## src/rtl/execute_mdu.sv

```systemverilog
// execute_mdu: RV32 execute stage. It has a one-cycle ALU and branch path,
// NUM_FWD-way operand forwarding, and an optional multi-cycle multiply/divide
// unit. The MDU is built only when EXECUTE_MDU_EN is defined. Without that
// macro, busy is tied low and M ops retire with alu_result = 0.
module execute_mdu #(
    parameter int XLEN        = 32,
    parameter int NUM_FWD     = 2,
    parameter int MUL_LATENCY = 2,
    parameter int FW          = $clog2(NUM_FWD + 1)
) (
    input  logic                    clk,
    input  logic                    rst_n,
    input  logic [XLEN-1:0]         r1_data,
    input  logic [XLEN-1:0]         r2_data,
    input  logic [XLEN-1:0]         imm,
    input  logic [XLEN-1:0]         pc,
    input  logic [3:0]              alucode,
    input  logic                    using_r2,
    input  logic                    using_pc,
    input  logic                    is_md,
    input  logic [2:0]              mdcode,
    input  logic [FW-1:0]           fwd_sel1,
    input  logic [FW-1:0]           fwd_sel2,
    input  logic [NUM_FWD*XLEN-1:0] fwd_data,
    input  logic                    flush,
    input  logic                    write_reg,
    input  logic [2:0]              info_load,
    input  logic [1:0]              info_store,
    input  logic [3:0]              info_branch,
    input  logic [4:0]              dstreg_addr,
    output logic                    busy,
    output logic                    branch_signal,
    output logic [XLEN-1:0]         branch_pc,
    output logic [XLEN-1:0]         alu_result,
    output logic [XLEN-1:0]         rs2E,
    output logic                    write_regE,
    output logic [2:0]              info_loadE,
    output logic [1:0]              info_storeE,
    output logic [4:0]              dstreg_addrE
);

    localparam int SHW = $clog2(XLEN);

    // ALU operation encodings
    localparam logic [3:0] ALU_ADD   = 4'd0;
    localparam logic [3:0] ALU_SUB   = 4'd1;
    localparam logic [3:0] ALU_SLL   = 4'd2;
    localparam logic [3:0] ALU_SLT   = 4'd3;
    localparam logic [3:0] ALU_SLTU  = 4'd4;
    localparam logic [3:0] ALU_XOR   = 4'd5;
    localparam logic [3:0] ALU_SRL   = 4'd6;
    localparam logic [3:0] ALU_SRA   = 4'd7;
    localparam logic [3:0] ALU_OR    = 4'd8;
    localparam logic [3:0] ALU_AND   = 4'd9;
    localparam logic [3:0] ALU_PASSB = 4'd10;

    // Branch kind encodings carried in info_branch
    localparam logic [3:0] BR_BEQ   = 4'd1;
    localparam logic [3:0] BR_BNE   = 4'd2;
    localparam logic [3:0] BR_BLT   = 4'd3;
    localparam logic [3:0] BR_BGE   = 4'd4;
    localparam logic [3:0] BR_BLTU  = 4'd5;
    localparam logic [3:0] BR_BGEU  = 4'd6;
    localparam logic [3:0] BR_BJAL  = 4'd7;
    localparam logic [3:0] BR_BJALR = 4'd8;

    logic [XLEN-1:0] fwd1, fwd2, opa, opb, alu_out, nonmd_result;
    logic            br_take, is_jump;
    logic            md_done;
    logic [XLEN-1:0] md_result;

    // Forwarding mux. Select 0 and any out-of-range select use the register value.
    always_comb begin
        fwd1 = r1_data;
        fwd2 = r2_data;
        for (int k = 1; k <= NUM_FWD; k++) begin
            if (int'(fwd_sel1) == k) fwd1 = fwd_data[k*XLEN-1 -: XLEN];
            if (int'(fwd_sel2) == k) fwd2 = fwd_data[k*XLEN-1 -: XLEN];
        end
    end

    assign opa = using_pc ? pc : fwd1;
    assign opb = using_r2 ? fwd2 : imm;

    // Single-cycle ALU
    always_comb begin
        alu_out = '0;
        case (alucode)
            ALU_ADD:   alu_out = opa + opb;
            ALU_SUB:   alu_out = opa - opb;
            ALU_SLL:   alu_out = opa << opb[SHW-1:0];
            ALU_SLT:   alu_out = {{(XLEN-1){1'b0}}, ($signed(opa) < $signed(opb))};
            ALU_SLTU:  alu_out = {{(XLEN-1){1'b0}}, (opa < opb)};
            ALU_XOR:   alu_out = opa ^ opb;
            ALU_SRL:   alu_out = opa >> opb[SHW-1:0];
            ALU_SRA:   alu_out = $signed(opa) >>> opb[SHW-1:0];
            ALU_OR:    alu_out = opa | opb;
            ALU_AND:   alu_out = opa & opb;
            ALU_PASSB: alu_out = opb;
            default:   alu_out = '0;
        endcase
    end

    // Branch comparator. It compares the forwarded rs1/rs2 values, not the
    // ALU operands, because the ALU is busy computing pc+imm.
    always_comb begin
        br_take = 1'b0;
        case (info_branch)
            BR_BEQ:   br_take = (fwd1 == fwd2);
            BR_BNE:   br_take = (fwd1 != fwd2);
            BR_BLT:   br_take = ($signed(fwd1) <  $signed(fwd2));
            BR_BGE:   br_take = ($signed(fwd1) >= $signed(fwd2));
            BR_BLTU:  br_take = (fwd1 <  fwd2);
            BR_BGEU:  br_take = (fwd1 >= fwd2);
            BR_BJAL,
            BR_BJALR: br_take = 1'b1;
            default:  br_take = 1'b0;
        endcase
    end

    assign branch_signal = br_take & ~flush;
    assign branch_pc     = alu_out;
    assign is_jump       = (info_branch == BR_BJAL) || (info_branch == BR_BJALR);
    assign nonmd_result  = is_jump ? (pc + XLEN'(4)) : alu_out;

`ifdef EXECUTE_MDU_EN
    typedef enum logic [1:0] {S_IDLE, S_MUL, S_DIV, S_DONE} md_state_e;

    localparam int CMAX = (XLEN > MUL_LATENCY) ? XLEN : MUL_LATENCY;
    localparam int CW   = $clog2(CMAX + 1);

    md_state_e       state, state_nx;
    logic            start;
    logic [CW-1:0]   cnt;
    logic [2:0]      md_op;
    logic [XLEN-1:0] a_raw, b_raw, a_mag, b_mag, quo, rem;
    logic            a_neg, b_neg;

    // Signedness of each operand, decoded from the incoming funct3
    logic            a_sgn_in, b_sgn_in, a_neg_in, b_neg_in;
    assign a_sgn_in = (mdcode == 3'd1) || (mdcode == 3'd2) || (mdcode == 3'd4) || (mdcode == 3'd6);
    assign b_sgn_in = (mdcode == 3'd1) || (mdcode == 3'd4) || (mdcode == 3'd6);
    assign a_neg_in = a_sgn_in & fwd1[XLEN-1];
    assign b_neg_in = b_sgn_in & fwd2[XLEN-1];

    // MDU state register
    always_ff @(posedge clk or negedge rst_n) begin
        if (!rst_n) state <= S_IDLE;
        else        state <= state_nx;
    end

    // Next-state logic and stall request
    always_comb begin
        state_nx = state;
        busy     = 1'b0;
        start    = 1'b0;
        case (state)
            S_IDLE: if (is_md && !flush) begin
                busy     = 1'b1;
                start    = 1'b1;
                state_nx = mdcode[2] ? S_DIV : S_MUL;
            end
            S_MUL: begin
                busy = 1'b1;
                if (flush)                               state_nx = S_IDLE;
                else if (cnt == CW'(MUL_LATENCY - 1))    state_nx = S_DONE;
            end
            S_DIV: begin
                busy = 1'b1;
                if (flush)                               state_nx = S_IDLE;
                else if (cnt == CW'(XLEN - 1))           state_nx = S_DONE;
            end
            S_DONE:  state_nx = S_IDLE;
            default: state_nx = S_IDLE;
        endcase
    end

    // Operand latch and restoring divider. The quotient is shifted into quo
    // as the dividend bits are shifted out of it.
    logic [XLEN:0] shifted, diff;
    assign shifted = {rem, quo[XLEN-1]};
    assign diff    = shifted - {1'b0, b_mag};

    // MDU datapath registers
    always_ff @(posedge clk or negedge rst_n) begin
        if (!rst_n) begin
            cnt   <= '0;
            md_op <= '0;
            a_raw <= '0;
            b_raw <= '0;
            a_mag <= '0;
            b_mag <= '0;
            a_neg <= 1'b0;
            b_neg <= 1'b0;
            quo   <= '0;
            rem   <= '0;
        end else if (start) begin
            cnt   <= '0;
            md_op <= mdcode;
            a_raw <= fwd1;
            b_raw <= fwd2;
            a_mag <= a_neg_in ? -fwd1 : fwd1;
            b_mag <= b_neg_in ? -fwd2 : fwd2;
            a_neg <= a_neg_in;
            b_neg <= b_neg_in;
            quo   <= a_neg_in ? -fwd1 : fwd1;
            rem   <= '0;
        end else if (state == S_MUL || state == S_DIV) begin
            cnt <= cnt + 1'b1;
            if (state == S_DIV) begin
                if (!diff[XLEN]) begin
                    rem <= diff[XLEN-1:0];
                    quo <= {quo[XLEN-2:0], 1'b1};
                end else begin
                    rem <= shifted[XLEN-1:0];
                    quo <= {quo[XLEN-2:0], 1'b0};
                end
            end
        end
    end

    // Result assembly in DONE: signs are reapplied and the special divide
    // cases are handled explicitly.
    logic [2*XLEN-1:0] prod, prod_s;
    logic [XLEN-1:0]   q_s, r_s;
    logic              div_zero, div_ovf;
    assign prod     = {{XLEN{1'b0}}, a_mag} * {{XLEN{1'b0}}, b_mag};
    assign prod_s   = (a_neg ^ b_neg) ? -prod : prod;
    assign q_s      = (a_neg ^ b_neg) ? -quo : quo;
    assign r_s      = a_neg ? -rem : rem;
    assign div_zero = (b_raw == '0);
    assign div_ovf  = ((md_op == 3'd4) || (md_op == 3'd6)) &&
                      (a_raw == {1'b1, {(XLEN-1){1'b0}}}) && (b_raw == '1);

    // Select the MD result by operation
    always_comb begin
        md_result = '0;
        case (md_op)
            3'd0:         md_result = prod_s[XLEN-1:0];
            3'd1, 3'd2,
            3'd3:         md_result = prod_s[2*XLEN-1:XLEN];
            3'd4, 3'd5:   md_result = div_zero ? '1 : (div_ovf ? a_raw : q_s);
            default:      md_result = div_zero ? a_raw : (div_ovf ? '0 : r_s);
        endcase
    end

    assign md_done = (state == S_DONE);
`else
    // Without the MDU, M ops fall through the one-cycle path with a zero result.
    logic unused_mdcode;
    assign unused_mdcode = ^mdcode;
    assign busy          = 1'b0;
    assign md_done       = 1'b0;
    assign md_result     = '0;
`endif

    // Pipeline output registers. A flush or stall loads a bubble and leaves
    // alu_result holding its value.
    always_ff @(posedge clk or negedge rst_n) begin
        if (!rst_n) begin
            alu_result   <= '0;
            rs2E         <= '0;
            write_regE   <= 1'b0;
            info_loadE   <= '0;
            info_storeE  <= '0;
            dstreg_addrE <= '0;
        end else if (flush || busy) begin
            write_regE   <= 1'b0;
            info_loadE   <= '0;
            info_storeE  <= '0;
            dstreg_addrE <= '0;
        end else begin
            alu_result   <= md_done ? md_result : (is_md ? '0 : nonmd_result);
            rs2E         <= fwd2;
            write_regE   <= write_reg;
            info_loadE   <= info_load;
            info_storeE  <= info_store;
            dstreg_addrE <= dstreg_addr;
        end
    end

endmodule
```

## config.mk

```make
export PLATFORM = sky130hd
export DESIGN_NAME = execute_mdu
export DESIGN_NICKNAME = d
export VERILOG_FILES = /design/src/rtl/execute_mdu.sv
export SDC_FILE = /design/constraint.sdc
export NUM_CORES = 1
export LEC_CHECK = 0
export ABC_CLOCK_PERIOD_IN_PS = 14800
export CAP_MARGIN = 20
export CORE_ASPECT_RATIO = 1.2
export CORE_MARGIN = 2
export CORE_UTILIZATION = 30
export CTS_CLUSTER_DIAMETER = 30
export DETAILED_ROUTE_END_ITERATION = 10
export MAX_ROUTING_LAYER = met4
export REMOVE_ABC_BUFFERS = 1
export SYNTH_ARGS = -nofsm -noshare
export SYNTH_HDL_FRONTEND = slang
export SYNTH_SLANG_ARGS = --single-unit
```

## constraint.sdc

```tcl
create_clock -name clk -period 14.8 [get_ports clk]
set_input_delay 2.96 -clock clk [delete_from_list [all_inputs] [get_ports clk]]
set_output_delay 2.96 -clock clk [all_outputs]
set_load 0.005 [all_outputs]
```

==> results.yml, run 1 <==
grt:
  antenna_found_initial: 3
  grt_max_degree: 73
  overflow: 0
  grt_use_total_pct: 33.1
  grt_busiest_layer: "met2"
  grtUsageMet2_pct: 52.8
  grt_pass1_vias: 19189
  grt_pass1_wl_um: 134000
  met3_usage_pct: 5.06
  grtUsageMet1_pct: 41.3
worst_setup_path:
  critical_path.max_stage_delay_ps: 1040
  path_buf_inv: 4
  cp_common_cell: "a221oi_1"
  critPathKind: "input pin to output pin"
  reg2reg_slack_ps: 13510
  rr_endpoint: "alu_result[9]"
  timing.rr.start: "alu_result[9]"
  arrival_ps: 10470
  crit_family: "compound AO/OA/AOI/OAI gates"
  critPathSlowestCell: "a221oi_1"
  crit_path_end_kind: "output pin"
  critPathRequiredTime_ps: 11840
  cp_cell_sequence: "clkdlybuf4s50_1, xor2_2, buf_4, o21ai_0, o21ai_0, inv_1, ha_1, nand2b_1, a221oi_1, o31ai_1, o2111ai_1, a221oi_1, o31ai_1, a221oi_1, o221ai_1, a211o_1, clkdlybuf4s50_1"
  reg2reg_depth: 4
  critPathMaxFanout: 22
  worst_setup_path_start_kind: "input pin"
synthesis:
  ys_seq_area_share_pct: 11.6
  ys_dominant_reg_cell: "dfrtp_1"
  post_synth.cell_area_avg_um2: 7.28
  synth_cell_types: 100
  synth.cell_area_um2: 16200
  synth-edff-count: 0
  ys_seq_elements: 75
  netlist_instances: 2225
  async_flop_share_pct: 100
  yosysWarningCount: 0
route:
  post_drt_wl_per_cell_um: 29.5
  ant_nets: 0
  dr.pass1.iters: 6
  remaining_drc_errors: 0
  routed_wl_um: 93500
  dr.first_iter.drc_count: 2391
  routed-via-count: 19936
  viasPerCell: 6.28
final_layout:
  final_cell_mix: "clkdlybuf4s50_1 (324), nand2_1 (220), o21ai_0 (176)"
  fill_cells: 5645
  drive_above_1_share_pct: 6.67
  layout.nets: 2818
  multi_input_area_um2: 13200
  areaGrowthSynthToFinish_pct: 25.8
  layout_commonest_cell: "clkdlybuf4s50_1"
  final_cells: 3173
  seq_area_um2: 1880
  fin_util_pct: 38.1
power:
  max-vdd-ir-drop_v: 0.0000605
  leakagePower_nw: 8.53
  p_per_area_nw_per_um2: 78.2
floorplanning:
  die_y_um: 259
  coreArea_um2: 53500
  die_w_um: 216
  core.rowCount: 93
  initial_core_util_pct: 30.3
  ioPinCount: 333
  dieArea_um2: 55900
status:
  status: "complete, no violations"
clock_network:
  cts_buffers: 9
  cts.sinks: 75
  cts.repair.resized: 0
  root_buffer: "clkbuf_16"
  path_clk_slew_ps: 70
  cts_max_level: 3
  cts_tree: "built"
  insertion_delay_ps: 370
  clockBufferDepth: 2
  post_cts_buffers: 0
  hold_buffers: 0
worst_hold_path:
  min_path_type: "flop to flop"
  min_from: "alu_result[16]"
  min_to: "alu_result[16]"
  hold_path_depth: 2
timing:
  clock.fmax_mhz: 74.4
  rsz0062_at_grt: "no"
  clock_skew_ps: 0
  period_share_pct: 90.8
  min_period_ps: 13430
  worst_pin_slew_ps: 1180
  setup-tns-final_ps: 0
  hold_violations: 0
  drv_slew: 0
  slew_headroom_pct: 20.6
  fin_hold_ws_ps: 477
  setup_violations: 0
placement:
  routabilityCongestion: 1.03
  dp.cells: 3155
  dp_hpwl_um: 73900
  portBuffers: 328
job:
  drv_cap: 0
synthesized netlist by cell type, drive strengths merged (41+ instances only):
cell type | number | area (µm²)
nand2 | 224 | 848
mux2i | 174 | 1760
a22oi | 47 | 353
ha | 137 | 1710
a221oi | 41 | 372
clkbuf | 88 | 330
a21oi | 158 | 795
a211oi | 54 | 420
nor2 | 173 | 652
dfrtp | 75 | 1880
inv | 106 | 398
nor3 | 42 | 210
o21ai | 183 | 916
buf | 82 | 463
how the worst max path moves through the flow:
stage                           start  cells past startpoint       endpoint  slack, ps
final                     fwd_sel2[1]                     17  branch_pc[29]       1370
after global routing      fwd_sel2[0]                     17  branch_pc[29]       1260
after CTS                 fwd_sel2[1]                     17  branch_pc[29]       1780
after detailed placement  fwd_sel2[1]                     17  branch_pc[29]       1810
after global placement    fwd_sel2[0]                     17  branch_pc[29]       1890
after floorplan              using_r2                     15  branch_pc[25]       3700
tightest hold or removal path, cell delays in order (launching register included):
cell,delay [ps]
dfrtp_1,340
nand2_1,60
nand2_1,50
report_power, final:
group	total [mW]	internal (mW)	switching, mW
clock network	0.239	0.132	0.108
registers	0.245	0.230	0.0149
logic	1.11	0.424	0.686
state kept, by name, summed over array words and instances (netlist names):
signal        cells
alu_result       32
dstreg_addrE      5
info_loadE        3
info_storeE       2
rs2E             32
write_regE        1
area by class of cell:
type	instances	share of cell area [%]
antenna	1	0.0123
clock buffer	9	1.10
clock inverter	7	0.374
inverter	107	1.97
multi-input combinational	1873	64.6
sequential	75	9.21
tap	712	4.37
timing repair buffer	389	18.3
metrics by stage:
stage	area [µm²]	total power [mW]	setup WS (ps)
final	20400	1.59	1370
after global routing	20400	1.67	1260
after CTS	20400	1.56	1780
after detailed placement	20100	1.32	1810
after global placement	20100	1.32	1890
after floorplan	15400	0.825	3700
metal layers:
metal  up-vias  part of all wire (%)
met3       200                   8.8
met1      9734                    41
li1       8836                     -
met4         0                   4.8
met5         -                     0
met2      1166                    46
cells by family (layout without fill, tap and decap cells):
kind of cell	count (synthesis)	count (layout)	share of synthesized area, %
AOI/OAI and AO/OA	841	841	36.2
xor gates and xnor gates	44	44	2.42
adders and majority gates	139	139	10.8
buffers and inverters	277	512	7.37
DFF	75	75	11.6
muxes	198	198	12.7
other	1	2	0.0231
and+or+nand+nor	650	650	18.9
(Power assumes the default switching activity.)
==> run 2, diff against run 1 <==
CTS_CLUSTER_DIAMETER = 150   (was 30)
==> results of run 2 <==
No change in the layout: final DEF, timing and power equal those of run 1.
